$ cat src/rtl/uart_rx_pkg.sv
// UART receive core shared types.
// FSM states, parity modes and error-flag bit positions.
package uart_rx_pkg;

    typedef enum logic [2:0] {
        ST_IDLE,
        ST_START,
        ST_DATA,
        ST_PARITY,
        ST_CRC,
        ST_STOP1,
        ST_STOP2
    } rx_state_e;

    localparam logic [1:0] PAR_NONE = 2'b00;
    localparam logic [1:0] PAR_ODD  = 2'b01;
    localparam logic [1:0] PAR_EVEN = 2'b10;

    localparam int ERR_PAR = 0;
    localparam int ERR_CRC = 1;
    localparam int ERR_FRM = 2;
    localparam int ERR_OVR = 3;

    function automatic logic par_enabled(input logic [1:0] mode);
        return (mode == PAR_ODD) || (mode == PAR_EVEN);
    endfunction

endpackage

$ cat src/rtl/uart_crc_serial.sv
// Bit-serial CRC accumulator, MSB-side feedback.
// Cleared by init_i, advances one bit per en_i.
module uart_crc_serial #(
    parameter int               CRC_W    = 8,
    parameter logic [CRC_W-1:0] CRC_POLY = CRC_W'(8'h07)
) (
    input  logic             clk_i,
    input  logic             rst_ni,
    input  logic             init_i,
    input  logic             en_i,
    input  logic             bit_i,
    output logic [CRC_W-1:0] crc_o
);

    logic fb;

    assign fb = crc_o[CRC_W-1] ^ bit_i;

    // Shift the remainder and fold in the polynomial on feedback.
    always_ff @(posedge clk_i or negedge rst_ni) begin
        if (!rst_ni) begin
            crc_o <= '0;
        end else if (init_i) begin
            crc_o <= '0;
        end else if (en_i) begin
            crc_o <= {crc_o[CRC_W-2:0], 1'b0} ^ (fb ? CRC_POLY : '0);
        end
    end

endmodule

$ cat src/rtl/uart_rx_core_p.sv
// Parametrised UART receiver: sync, FSM, mid-bit sampling,
// parity/CRC checks and valid/ready output with overrun.
import uart_rx_pkg::*;

module uart_rx_core_p #(
    parameter int               DATA_W   = 8,
    parameter int               CRC_W    = 8,
    parameter logic [CRC_W-1:0] CRC_POLY = CRC_W'(8'h07),
    parameter int               OVS      = 16
) (
    input  logic              clk_i,
    input  logic              rst_ni,
    input  logic              rx_i,
    input  logic              tick_i,
    input  logic [1:0]        parity_mode_i,
    input  logic              crc_en_i,
    input  logic              two_stop_i,
    output logic [DATA_W-1:0] data_o,
    output logic              rx_valid_o,
    input  logic              rx_ready_i,
    output logic              err_int_o,
    output logic [3:0]        err_flags_o,
    output logic              busy_o
);

    localparam int BIT_MAX = (DATA_W > CRC_W) ? DATA_W : CRC_W;
    localparam int BCW     = $clog2(BIT_MAX + 1);
    localparam int TCW     = $clog2(OVS);

    localparam logic [TCW-1:0] T_HALF = TCW'(OVS / 2 - 1);
    localparam logic [TCW-1:0] T_FULL = TCW'(OVS - 1);
    localparam logic [BCW-1:0] B_DATA = BCW'(DATA_W - 1);
    localparam logic [BCW-1:0] B_CRC  = BCW'(CRC_W - 1);

    rx_state_e          state_q;
    rx_state_e          state_d;
    logic               rx_q;
    logic               rx_s;
    logic [TCW-1:0]     tick_cnt;
    logic [BCW-1:0]     bit_cnt;
    logic               armed;
    logic [1:0]         cfg_par;
    logic               cfg_crc;
    logic               cfg_two;
    logic [DATA_W-1:0]  data_sh;
    logic [CRC_W-1:0]   crc_rx;
    logic [CRC_W-1:0]   crc_calc;
    logic               par_err;
    logic               frm_err;

    logic               half_hit;
    logic               bit_hit;
    logic               bit_step;
    logic               frame_end;
    logic               par_exp;
    logic               frm_now;
    logic               crc_bad;
    logic               good;
    logic               ovr;
    logic [3:0]         flags_new;

    assign half_hit = tick_i && (tick_cnt == T_HALF);
    assign bit_hit  = tick_i && (tick_cnt == T_FULL);
    assign par_exp  = (cfg_par == PAR_ODD) ? ~^data_sh : ^data_sh;
    assign frm_now  = frm_err | ~rx_s;
    assign crc_bad  = cfg_crc && (crc_rx != crc_calc);
    assign good     = !frm_now && !crc_bad && !par_err;
    assign ovr      = good && rx_valid_o && !rx_ready_i;
    assign busy_o   = (state_q != ST_IDLE);

    always_comb begin
        flags_new          = '0;
        flags_new[ERR_OVR] = ovr;
        flags_new[ERR_FRM] = frm_now;
        flags_new[ERR_CRC] = crc_bad;
        flags_new[ERR_PAR] = par_err;
    end

    // Two-flop synchroniser; idles high so reset looks like a quiet line.
    always_ff @(posedge clk_i or negedge rst_ni) begin
        if (!rst_ni) begin
            rx_q <= 1'b1;
            rx_s <= 1'b1;
        end else begin
            rx_q <= rx_i;
            rx_s <= rx_q;
        end
    end

    // State register.
    always_ff @(posedge clk_i or negedge rst_ni) begin
        if (!rst_ni) state_q <= ST_IDLE;
        else         state_q <= state_d;
    end

    // Next-state decode; only tick cycles can move the FSM.
    always_comb begin
        state_d   = state_q;
        bit_step  = 1'b0;
        frame_end = 1'b0;
        unique case (state_q)
            ST_IDLE: begin
                if (tick_i && armed && !rx_s) state_d = ST_START;
            end
            ST_START: begin
                if (half_hit) state_d = rx_s ? ST_IDLE : ST_DATA;
            end
            ST_DATA: begin
                if (bit_hit) begin
                    if (bit_cnt == B_DATA) begin
                        if (cfg_crc)                  state_d = ST_CRC;
                        else if (par_enabled(cfg_par)) state_d = ST_PARITY;
                        else                          state_d = ST_STOP1;
                    end else begin
                        bit_step = 1'b1;
                    end
                end
            end
            ST_PARITY: begin
                if (bit_hit) state_d = ST_STOP1;
            end
            ST_CRC: begin
                if (bit_hit) begin
                    if (bit_cnt == B_CRC) state_d = ST_STOP1;
                    else                  bit_step = 1'b1;
                end
            end
            ST_STOP1: begin
                if (bit_hit) begin
                    if (cfg_two) begin
                        state_d = ST_STOP2;
                    end else begin
                        state_d   = ST_IDLE;
                        frame_end = 1'b1;
                    end
                end
            end
            ST_STOP2: begin
                if (bit_hit) begin
                    state_d   = ST_IDLE;
                    frame_end = 1'b1;
                end
            end
            default: state_d = ST_IDLE;
        endcase
    end

    // Tick/bit counters restart on every state change and per bit.
    always_ff @(posedge clk_i or negedge rst_ni) begin
        if (!rst_ni) begin
            tick_cnt <= '0;
            bit_cnt  <= '0;
        end else if (state_d != state_q) begin
            tick_cnt <= '0;
            bit_cnt  <= '0;
        end else if (tick_i && state_q != ST_IDLE) begin
            tick_cnt <= bit_hit ? '0 : tick_cnt + TCW'(1);
            if (bit_step) bit_cnt <= bit_cnt + BCW'(1);
        end
    end

    // Arm start detection only after the line is seen high (break guard).
    always_ff @(posedge clk_i or negedge rst_ni) begin
        if (!rst_ni) begin
            armed <= 1'b0;
        end else if (state_q == ST_IDLE) begin
            if (state_d == ST_START)  armed <= 1'b0;
            else if (tick_i && rx_s)  armed <= 1'b1;
        end
    end

    // Frame config latch, shift registers and per-frame error state.
    always_ff @(posedge clk_i or negedge rst_ni) begin
        if (!rst_ni) begin
            cfg_par <= PAR_NONE;
            cfg_crc <= 1'b0;
            cfg_two <= 1'b0;
            data_sh <= '0;
            crc_rx  <= '0;
            par_err <= 1'b0;
            frm_err <= 1'b0;
        end else if (state_q == ST_IDLE) begin
            cfg_par <= parity_mode_i;
            cfg_crc <= crc_en_i;
            cfg_two <= two_stop_i;
            crc_rx  <= '0;
            par_err <= 1'b0;
            frm_err <= 1'b0;
        end else if (bit_hit) begin
            if (state_q == ST_DATA)
                data_sh <= {rx_s, data_sh[DATA_W-1:1]};
            if (state_q == ST_CRC)
                crc_rx <= {rx_s, crc_rx[CRC_W-1:1]};
            if (state_q == ST_PARITY)
                par_err <= (rx_s != par_exp);
            if (state_q == ST_STOP1 && !rx_s)
                frm_err <= 1'b1;
        end
    end

    uart_crc_serial #(
        .CRC_W    (CRC_W),
        .CRC_POLY (CRC_POLY)
    ) u_crc (
        .clk_i  (clk_i),
        .rst_ni (rst_ni),
        .init_i (state_q == ST_IDLE),
        .en_i   (state_q == ST_DATA && bit_hit),
        .bit_i  (rx_s),
        .crc_o  (crc_calc)
    );

    // Frame result, error pulse and valid/ready output handshake.
    always_ff @(posedge clk_i or negedge rst_ni) begin
        if (!rst_ni) begin
            data_o      <= '0;
            rx_valid_o  <= 1'b0;
            err_int_o   <= 1'b0;
            err_flags_o <= '0;
        end else begin
            err_int_o <= 1'b0;
            if (frame_end) begin
                err_flags_o <= flags_new;
                err_int_o   <= |flags_new;
            end
            if (frame_end && good && (!rx_valid_o || rx_ready_i)) begin
                data_o     <= data_sh;
                rx_valid_o <= 1'b1;
            end else if (rx_valid_o && rx_ready_i) begin
                rx_valid_o <= 1'b0;
            end
        end
    end

endmodule

$ cat config.mk
export PLATFORM = sky130hd
export DESIGN_NAME = uart_rx_core_p
export DESIGN_NICKNAME = d
export VERILOG_FILES = /design/src/rtl/uart_rx_pkg.sv /design/src/rtl/uart_crc_serial.sv /design/src/rtl/uart_rx_core_p.sv
export SDC_FILE = /design/constraint.sdc
export NUM_CORES = 1
export LEC_CHECK = 0
export ABC_AREA = 1
export CELL_PAD_IN_SITES_DETAIL_PLACEMENT = 2
export CELL_PAD_IN_SITES_GLOBAL_PLACEMENT = 2
export CORE_MARGIN = 2
export CORE_UTILIZATION = 38
export DETAILED_ROUTE_END_ITERATION = 12
export PLACE_DENSITY = 0.95
export SYNTH_ARGS = -nofsm -noshare
export SYNTH_HDL_FRONTEND = slang
export SYNTH_SLANG_ARGS = --single-unit
$ cat constraint.sdc
create_clock -name clk_i -period 3.09 [get_ports clk_i]
set_input_delay 0.4635 -clock clk_i [delete_from_list [all_inputs] [get_ports clk_i]]
set_output_delay 0.4635 -clock clk_i [all_outputs]
set_load 0.02 [all_outputs]
* After elaboration in Yosys (flattened, before gate mapping)
Cells that the tools add are included.
** Storage, ports and cells
- Flip-flop bits (word level) :: 58
- Bits in latches :: 0
- Memory bits (writable) :: 0
- ROM bits :: 0
- Output and inout bits :: 15
- Memories :: 0
** Cells by class
- $add $sub $neg :: 2
- Multipliers :: 0
- Divide/modulo/power cells :: 0
- Order comparisons :: 0
- Eq/ne operators :: 15
- Shift-type cells :: 0
- Mux-type cells :: 45
- Bitwise operators :: 5
- Reduce and logical (&&, ||, !) cells :: 45
** Operators with widths (count)
- 2-to-1 mux 8 bit :: 5
- 2-to-1 mux 3 bit :: 13
- 2-to-1 mux 4 bit :: 6
- one-hot mux 3 bit (7 select lines) :: 1
- 2-to-1 mux 1 bit :: 18
- nonzero test 2 bit :: 9
- logical AND 1 bit :: 16
- AND reduction 2 bit :: 5
- == test 3 bit, second input constant :: 3
- adder 4 x 1 -> 4 bit, second input constant :: 2
- == test 4 x 3 -> 1 bit, second input constant :: 2
- inequality test 8 bit :: 1
- XNOR reduction 8 bit :: 1
- parity 8 bit :: 1
- bitwise XOR 8 bit :: 1
- == test 3 x 1 -> 1 bit, second input constant :: 2
- == test 3 x 2 -> 1 bit, second input constant :: 2
- logical NOT 1 bit :: 6
- == test 4 bit, second input constant :: 1
- OR reduction 4 bit :: 1
- logical NOT 3 bit :: 1
- inequality test 3 bit :: 1
- AND reduction 3 bit :: 1
- nonzero test 3 bit :: 1
- 10 further kinds :: 12

* Logic depth before layout (Yosys ltp)
- Depth after elaboration :: 10
- Mapped depth :: 12

* Cells and area by module
A second synthesis with hierarchy kept.
** Unflattened totals
- Cells, all modules :: 348
- Area, all modules :: 2970.3 um^2
** Modules (own cells, without submodules)
- uart_rx_core_p :: times used 1, cells an instance 306, area an instance 2606.2 um^2
- uart_crc_serial :: times used 1, cells an instance 42, area an instance 364.1 um^2

* Least setup slack after synthesis
No wires, ideal clock.
- Kind :: register -> output
- Start :: register state_q[1]
- End :: output busy_o
- Arrival time :: 1.143 ns
- Required time :: 2.626 ns
- Slack :: 1.484 ns
- Cell stages (with the launch flop) :: 8
- Buffers on the path :: 3
- Cell sequence :: dfrtp_1 buf_2 inv_2 nand2_1 nor2_1 buf_4 inv_4 buf_2
** Between the ends
- Cells in the longest elaborated chain, start to end :: 1
** RTL lines
- from (decl) :: RTL line uart_rx_core_p.sv:35 : rx_state_e state_q;
- from (signal assigned) :: RTL line uart_rx_core_p.sv:93 : else state_q <= state_d;
- nonzero test 3 bit :: RTL line uart_rx_core_p.sv:69 : assign busy_o = (state_q != ST_IDLE);
- to (decl) :: RTL line uart_rx_core_p.sv:23 : output logic busy_o
Every way passes these cells.

* Final worst setup path
- Start :: register state_q[0]
- End :: output busy_o
The elaborated chain is that of the path after synthesis.

==> impl_results.md <==
* Run status: complete, no violations
* Starting Density at 39.84%
* Sequential Power Share at between 40% and 50%
* Cell taking the most area after synthesis: dfrtp_1
* DRC errors left at 0
* Crit path DAT at 2.07 ns
* Die outline height at 91.67 um
* Worst setup EP type: primary output
* Antenna violations before repair at 0
* Final worst slack at 0.5600 ns
* Sw Ratio at 32.40%
* Yosys cell types at 37
* Critical Path Source Type: flop
* Synthesis Warnings at 0
* Internal at ~1400 uW
* Clk_lat worst skew at roughly 0.34 ns
* Tmin final at 2.530 ns
* Yosys top cell area share at 47.99%
* Worst reg2reg endpoint: u_crc.crc_o[3]
* Crit Path Max Fanout at 14
* Flop2flop setup slack at 1.00 ns
* Area Overhead vs Synth at 17.10%
* RSZ-0062 raised after global routing: no
* GRT overflow at 0
* Leakage at 0.001625 uW
* Adder-Cell Fraction of Synth Area at 1.285%
* Yosys reg bits at 58
* Synth Area per Inst at 8.440 sq um
* Critical path required time at 2.63 ns
* CTS Root Cell: clkbuf_8
* Crit path kind: flop to primary output
* Worst-path clk slew at 0.07 ns
* # setup viols final at 0
* Num CTS Buffers at 9
* Worst vdd ir at 333.6 uV
* Reg2Reg Depth at 8
* Compound-Gate Fraction of Synth Area at just under 8%
* Clock power frac at about a third
* Most frequent cell after synthesis: nand2_1
* WL final at 8519 um
* Vias per cell at roughly 5.2
* Worst r2r src: tick_cnt[0]
* Post-CTS Resized at 0
* Combinational power share at around 22%
* Sequential element share of the synthesized area at between 40% and 50%
* Worst Skew at between 0.007 and 0.008 ns
* Setup TNS at 0 ns
* Min-delay worst type: primary input to async pin
* Post-DP HPWL at 6151 um
* IO Port Bufs at 23
* Antenna diode count at 0
* Clock Tree Buf Depth at 2
* GP Congestion at ~0.81
* PD cells at 585.8 mW/mm^2
* Fraction of layout cells with a size suffix above 1 at 11.35%
* First-pass DRT Iterations at 4
* Multiplexer area fraction after synthesis at 0.3856%
* Max Slew Vio Count at 0
* Worst Setup EP: busy_o
* Die Area at 0.008402 sq mm
* Syn_nets at roughly 360
* Initial drt markers at 77
* Gr usage total at a little under a quarter
* Post-layout nets at 387
* Die width at 91.67 um
* Post-route ant nets at 0
* Synth area leaders: dfrtp_1, nand2_1, inv_1
* CTS tree: yes
* Number of synthesized flops with an enable pin at 0
* Max Cap Viol at 0
* Fin crit share at 81.88%
* Syn Inst Count at ~350
* Pre-CTS setup slack at 0.5559 ns
* CTS Sinks at 58
* Post-CTS Hold Fix Bufs at 0
* Post-Syn Area at 0.002920 sq mm
* Vias in the first global route at 2,894
* Combinational family with the most area after synthesis: simple AND/OR/NAND/NOR gates
* Crit path from: state_q[0]
* P_sw at around 650 uW
* Worst Max-Slew Pin Slew at around 0.75 ns
* Row count at 31
* DR vias at 2,499
* Post-Synth XOR/XNOR Area at 4.799%
* Final Cell Area at 0.003420 sq mm
* Post-synth ARST share at 100.0%
* Largest net degree at the start of global routing at a little under 60
* Relative slew slack at around half
* Fmax at 395.3 MHz
* Top_reg_cell synth: dfrtp_1
* Fillers at around 800
* First-pass GRT wire length at 14,750 um
* Core area at 0.007331 sq mm
* Cell Area, Placed at 0.003234 sq mm
* Commonest cells post-synth: nand2_1, dfrtp_1, inv_1
* WL/cell at 17.82 um
* Final hold violation count at 0
* Max H-tree Level at 3
* Post-Synth Simple-Gate Area at 28.49%
* Setup Buffers After CTS at 0
* I/O pin total at 24
-- cell families (layout without fill, tap and decap cells) --
group / count (synthesis) / count (layout)
simple gates: 177 / 177
flops: 58 / 58
buf+inv: 49 / 82
compound gates: 42 / 42
xor+xnor: 16 / 16
fa+ha+maj: 3 / 3
mux: 1 / 1
-- cells in the final DEF, fill, tap and decap left out, drive strengths merged --
cell type | synthesis | routed
buf | 7 | 4
dfstp | 2 | 2
and3 | 1 | 1
nand4 | 18 | 18
xnor2 | 7 | 7
bufinv | 0 | 1
xor2 | 9 | 9
nor3 | 4 | 4
or2 | 2 | 2
nor2 | 28 | 28
a21oi | 7 | 7
nand3 | 18 | 18
o21a | 1 | 1
ha | 3 | 3
o22ai | 9 | 9
clkbuf | 1 | 12
mux2 | 1 | 1
dfrtp | 56 | 56
inv | 40 | 40
clkdlybuf4s50 | 0 | 22
nand2 | 105 | 105
o2111ai | 1 | 1
nand3b | 1 | 1
o21ai | 24 | 24
clkinv | 1 | 3
-- sequential cells by signal, indices dropped and copies added, names as in the netlist --
register     cells
u_crc.crc_o      8
armed            1
frm_err          1
err_flags_o      4
cfg_two          1
par_err          1
crc_rx           8
bit_cnt          4
rx_valid_o       1
cfg_crc          1
err_int_o        1
rx_q             1
data_o           8
rx_s             1
cfg_par          2
data_sh          8
state_q          3
tick_cnt         4
-- routing by layer --
metal	up-vias	share of wire, %	global-route usage, %
li1	1178	-	-
met1	1259	43	26.67
met2	48	52	40.99
met3	14	3.0	3.451
met4	0	1.9	8.207
met5	-	0	0
-- per-stage QoR --
step	cells	power, uW	hold WS [ns]	utilization [%]
global route	478	2121	0.3270	46.65
CTS	478	2017	0.3036	46.65
global placement	463	1302	0.3463	44.12
floorplan	346	1181	0.1679	-
detailed placement	463	1327	0.3525	44.12
finish	478	2003	0.2772	46.65
-- worst min path at each step --
stage / slack, ns / cells after the start / endpoint
finish: 0.28 / 2 / data_o[2]
global route: 0.33 / 2 / data_o[4]
CTS: 0.30 / 2 / data_o[2]
detailed placement: 0.35 / 0 / rx_s
global placement: 0.35 / 0 / rx_s
floorplan: 0.17 / 0 / armed
-- worst max-delay path, cell delays in order, from the launching register on --
cell	delay [ns]
dfrtp_1	0.42
inv_1	0.19
nand2_1	0.16
nor2_1	0.24
inv_4	0.15
clkdlybuf4s50_1	0.56
-- layout make-up --
class	count	area (sq um)	share of cell area, %
flip-flops and latches	58	1454	42.52
multi-input cells	239	1252	36.63
repair buffers	26	247.7	7.245
inverters	41	156.4	4.574
clock buffers	12	145.1	4.244
well taps	99	123.9	3.622
clock inverters	3	40.04	1.171
-- power groups by stage --
stage | Sequential, uW | Clock, uW | Combinational [uW]
floorplan | 862 | 0 | 319
global placement | 877 | 0 | 424
detailed placement | 882 | 0 | 445
CTS | 869 | 699 | 449
global route | 877 | 737 | 507
finish | 870 | 691 | 443
(Power assumes the default switching activity.)
==> variant: new RTL, same settings <==
Add an input register stage for `rx_i` and `parity_mode_i`, with the module's reset; this delays them by one clock. The other inputs are not delayed to match.
--- a/src/rtl/uart_rx_core_p.sv
+++ b/src/rtl/uart_rx_core_p.sv
@@ -34,2 +34,15 @@
 
+    logic rx_r;
+    logic [1:0] parity_mode_q;
+
+    always_ff @(posedge clk_i or negedge rst_ni) begin
+        if (!rst_ni) begin
+            rx_r          <= '0;
+            parity_mode_q <= '0;
+        end else begin
+            rx_r          <= rx_i;
+            parity_mode_q <= parity_mode_i;
+        end
+    end
+
     rx_state_e          state_q;
@@ -84,3 +97,3 @@
         end else begin
-            rx_q <= rx_i;
+            rx_q <= rx_r;
             rx_s <= rx_q;
@@ -182,3 +195,3 @@
         end else if (state_q == ST_IDLE) begin
-            cfg_par <= parity_mode_i;
+            cfg_par <= parity_mode_q;
             cfg_crc <= crc_en_i;
Function: changed (a bounded check fails within 4 cycles, from zero or initial values and one cycle with rst_ni low).
==> variant against the unedited design <==
- area after synthesis grew 2.0%
- die area is 1.9% higher
- worst setup slack better by 0.015 ns
- largest cell class unchanged
- sequential cell count increased by 3
- total power is 4.2% higher
- utilization is 1.4 points lower
- first-iteration DRC count rose by 18%
- largest power group unchanged
- highest routed layer unchanged
- wire length increased by 5.9%
- via count is 1.5% lower
- cell area up 1.3%
- sequential power is 6.3% higher
==> variant: results (changes against the unedited design) <==
Route
  – Wire length on met1: 3760 um (+3.7%)
  – Vias/cell: 5.15 (-1.5%)
  – Initial drt markers: 91 (+18%)
  – Top sig layer: met4
  – WL met3: 204 um (-20%)
  – Met2 WL: 4880 um (+9.2%)
  – Drt wl/cell: 18.9 um (+5.9%)

Setup path
  – Reg2reg setup slack: 0.96 ns (-0.04 ns)
  – FF-to-FF End: data_o[0]
  – Arrival @ worst endpoint: 2.05 ns (-0.02 ns)
  – CP peak stage delay: 0.67 ns (+0.11 ns)

Global routing
  – M1 GR Usage: 0.267 (+0.000631)
  – Met3 Resource Use GR: 0.0504 (+0.0159)
  – Grt ovf: 0 (unchanged)
  – Largest net degree at the start of global routing: 62 (+5.1%)
  – Global-route wire length before repair: 15000 um (+2.0%)
  – Met2 Use GR: 0.427 (+0.0171)
  – Vias in the first global route: 2850 (-1.5%)
  – GRT Overall Usage: 0.233 (+0.00782)

Finish
  – Filler Cells Inserted: 873 (+8.7%)
  – Plain + repair buffers: 27 (+3.8%)
  – Multi-In Gates: 235 (-1.7%)
  – Signal buf overhead: 0.0737 (+0.00125)
  – Register area: 1530 um^2 (+5.2%)
  – Layout cell share with drive strength beyond 1: 0.141 (+0.0275)
  – Multi-input combinational area share: 0.359 (-0.00716)
  – Seq cells: 61 (+5.2%)
  – Inverter count: 37 (-9.8%)
  – Final clock-cell share: 0.0488 (-0.00538)
  – Nets: 383 (-1.0%)
  – Area grow syn2layout: 16.3%

STA
  – Worst-Margin Slew: 0.778 ns (+0.0314 ns)
  – Min Hold Slack: 0.273 ns (-0.00437 ns)
  – Worst Skew: 0.00557 ns (-0.00217 ns)

Clocking
  – CTS resizes: 0 (unchanged)
  – Worst-Skew Late Latency: 0.35 ns
  – Clock transition at the registers of the reported paths: 0.07 ns (about the same)

Pwr
  – Peak VDD IR: 0.292 mV (-12%)
  – LEAKAGE: 1.66 nW (+2.1%)

Synthesis
  – Post-synthesis cell type count: 34 (-8.1%)
  – Syn nets: 354 (-1.1%)
  – Commonest cells in the netlist: nand2_1, dfrtp_1, inv_1
  – Mux share of post-synthesis cell area: 0 (-0.00386)
  – Syn avg cell area: 8.71 um^2 (+3.2%)
  – Seq/Total Area, Yosys: 0.513 (+0.0154)
  – Top_reg_cell synth: dfrtp_1
  – Synth area leaders: dfrtp_1, nand2_1, inv_1
  – Synth Area in XOR/XNOR: 0.0559 (+0.00787)
  – Complex-gate fraction of the synthesized area: 0.0727 (-0.00660)
  – Adder-Cell Fraction of Synth Area: 0.0126 (-0.000254)

Placement
  – Final GP Congestion: 0.892 (+10%)
  – Detail Placement HPWL: 5960 um (-3.1%)
  – Area post-placement: 3290 um^2 (+1.9%)

Status
  – Status: complete, no violations
[variant: cell count changes after synthesis, moves of 2 or more]
| cell | delta |
|---|---|
| buf_4 | +3 |
| dfrtp_1 | +3 |
| inv_1 | -5 |
| inv_2 | +2 |
| nand3_2 | +2 |
| nand4_1 | -6 |
| nor2_1 | -6 |
| nor2_2 | +8 |
| o21ai_0 | -3 |
| xnor2_1 | +6 |
| xor2_1 | -3 |
[variant: report_power, final]
group          switching, W  total [W]  internal, W
Sequential        0.0000617   0.000925     0.000863
Combinational      0.000369   0.000529     0.000160
Clock              0.000322   0.000633     0.000311
Total              0.000753    0.00209      0.00133
[variant: metrics by stage]
step	std cells	total power, W	setup slack (ns)
2_1_floorplan	342	0.00129	1.54
3_3_place_gp	462	0.00141	0.850
3_5_place_dp	462	0.00146	0.637
4_1_cts	478	0.00212	0.574
5_1_grt	478	0.00221	0.480
6_report	478	0.00209	0.575
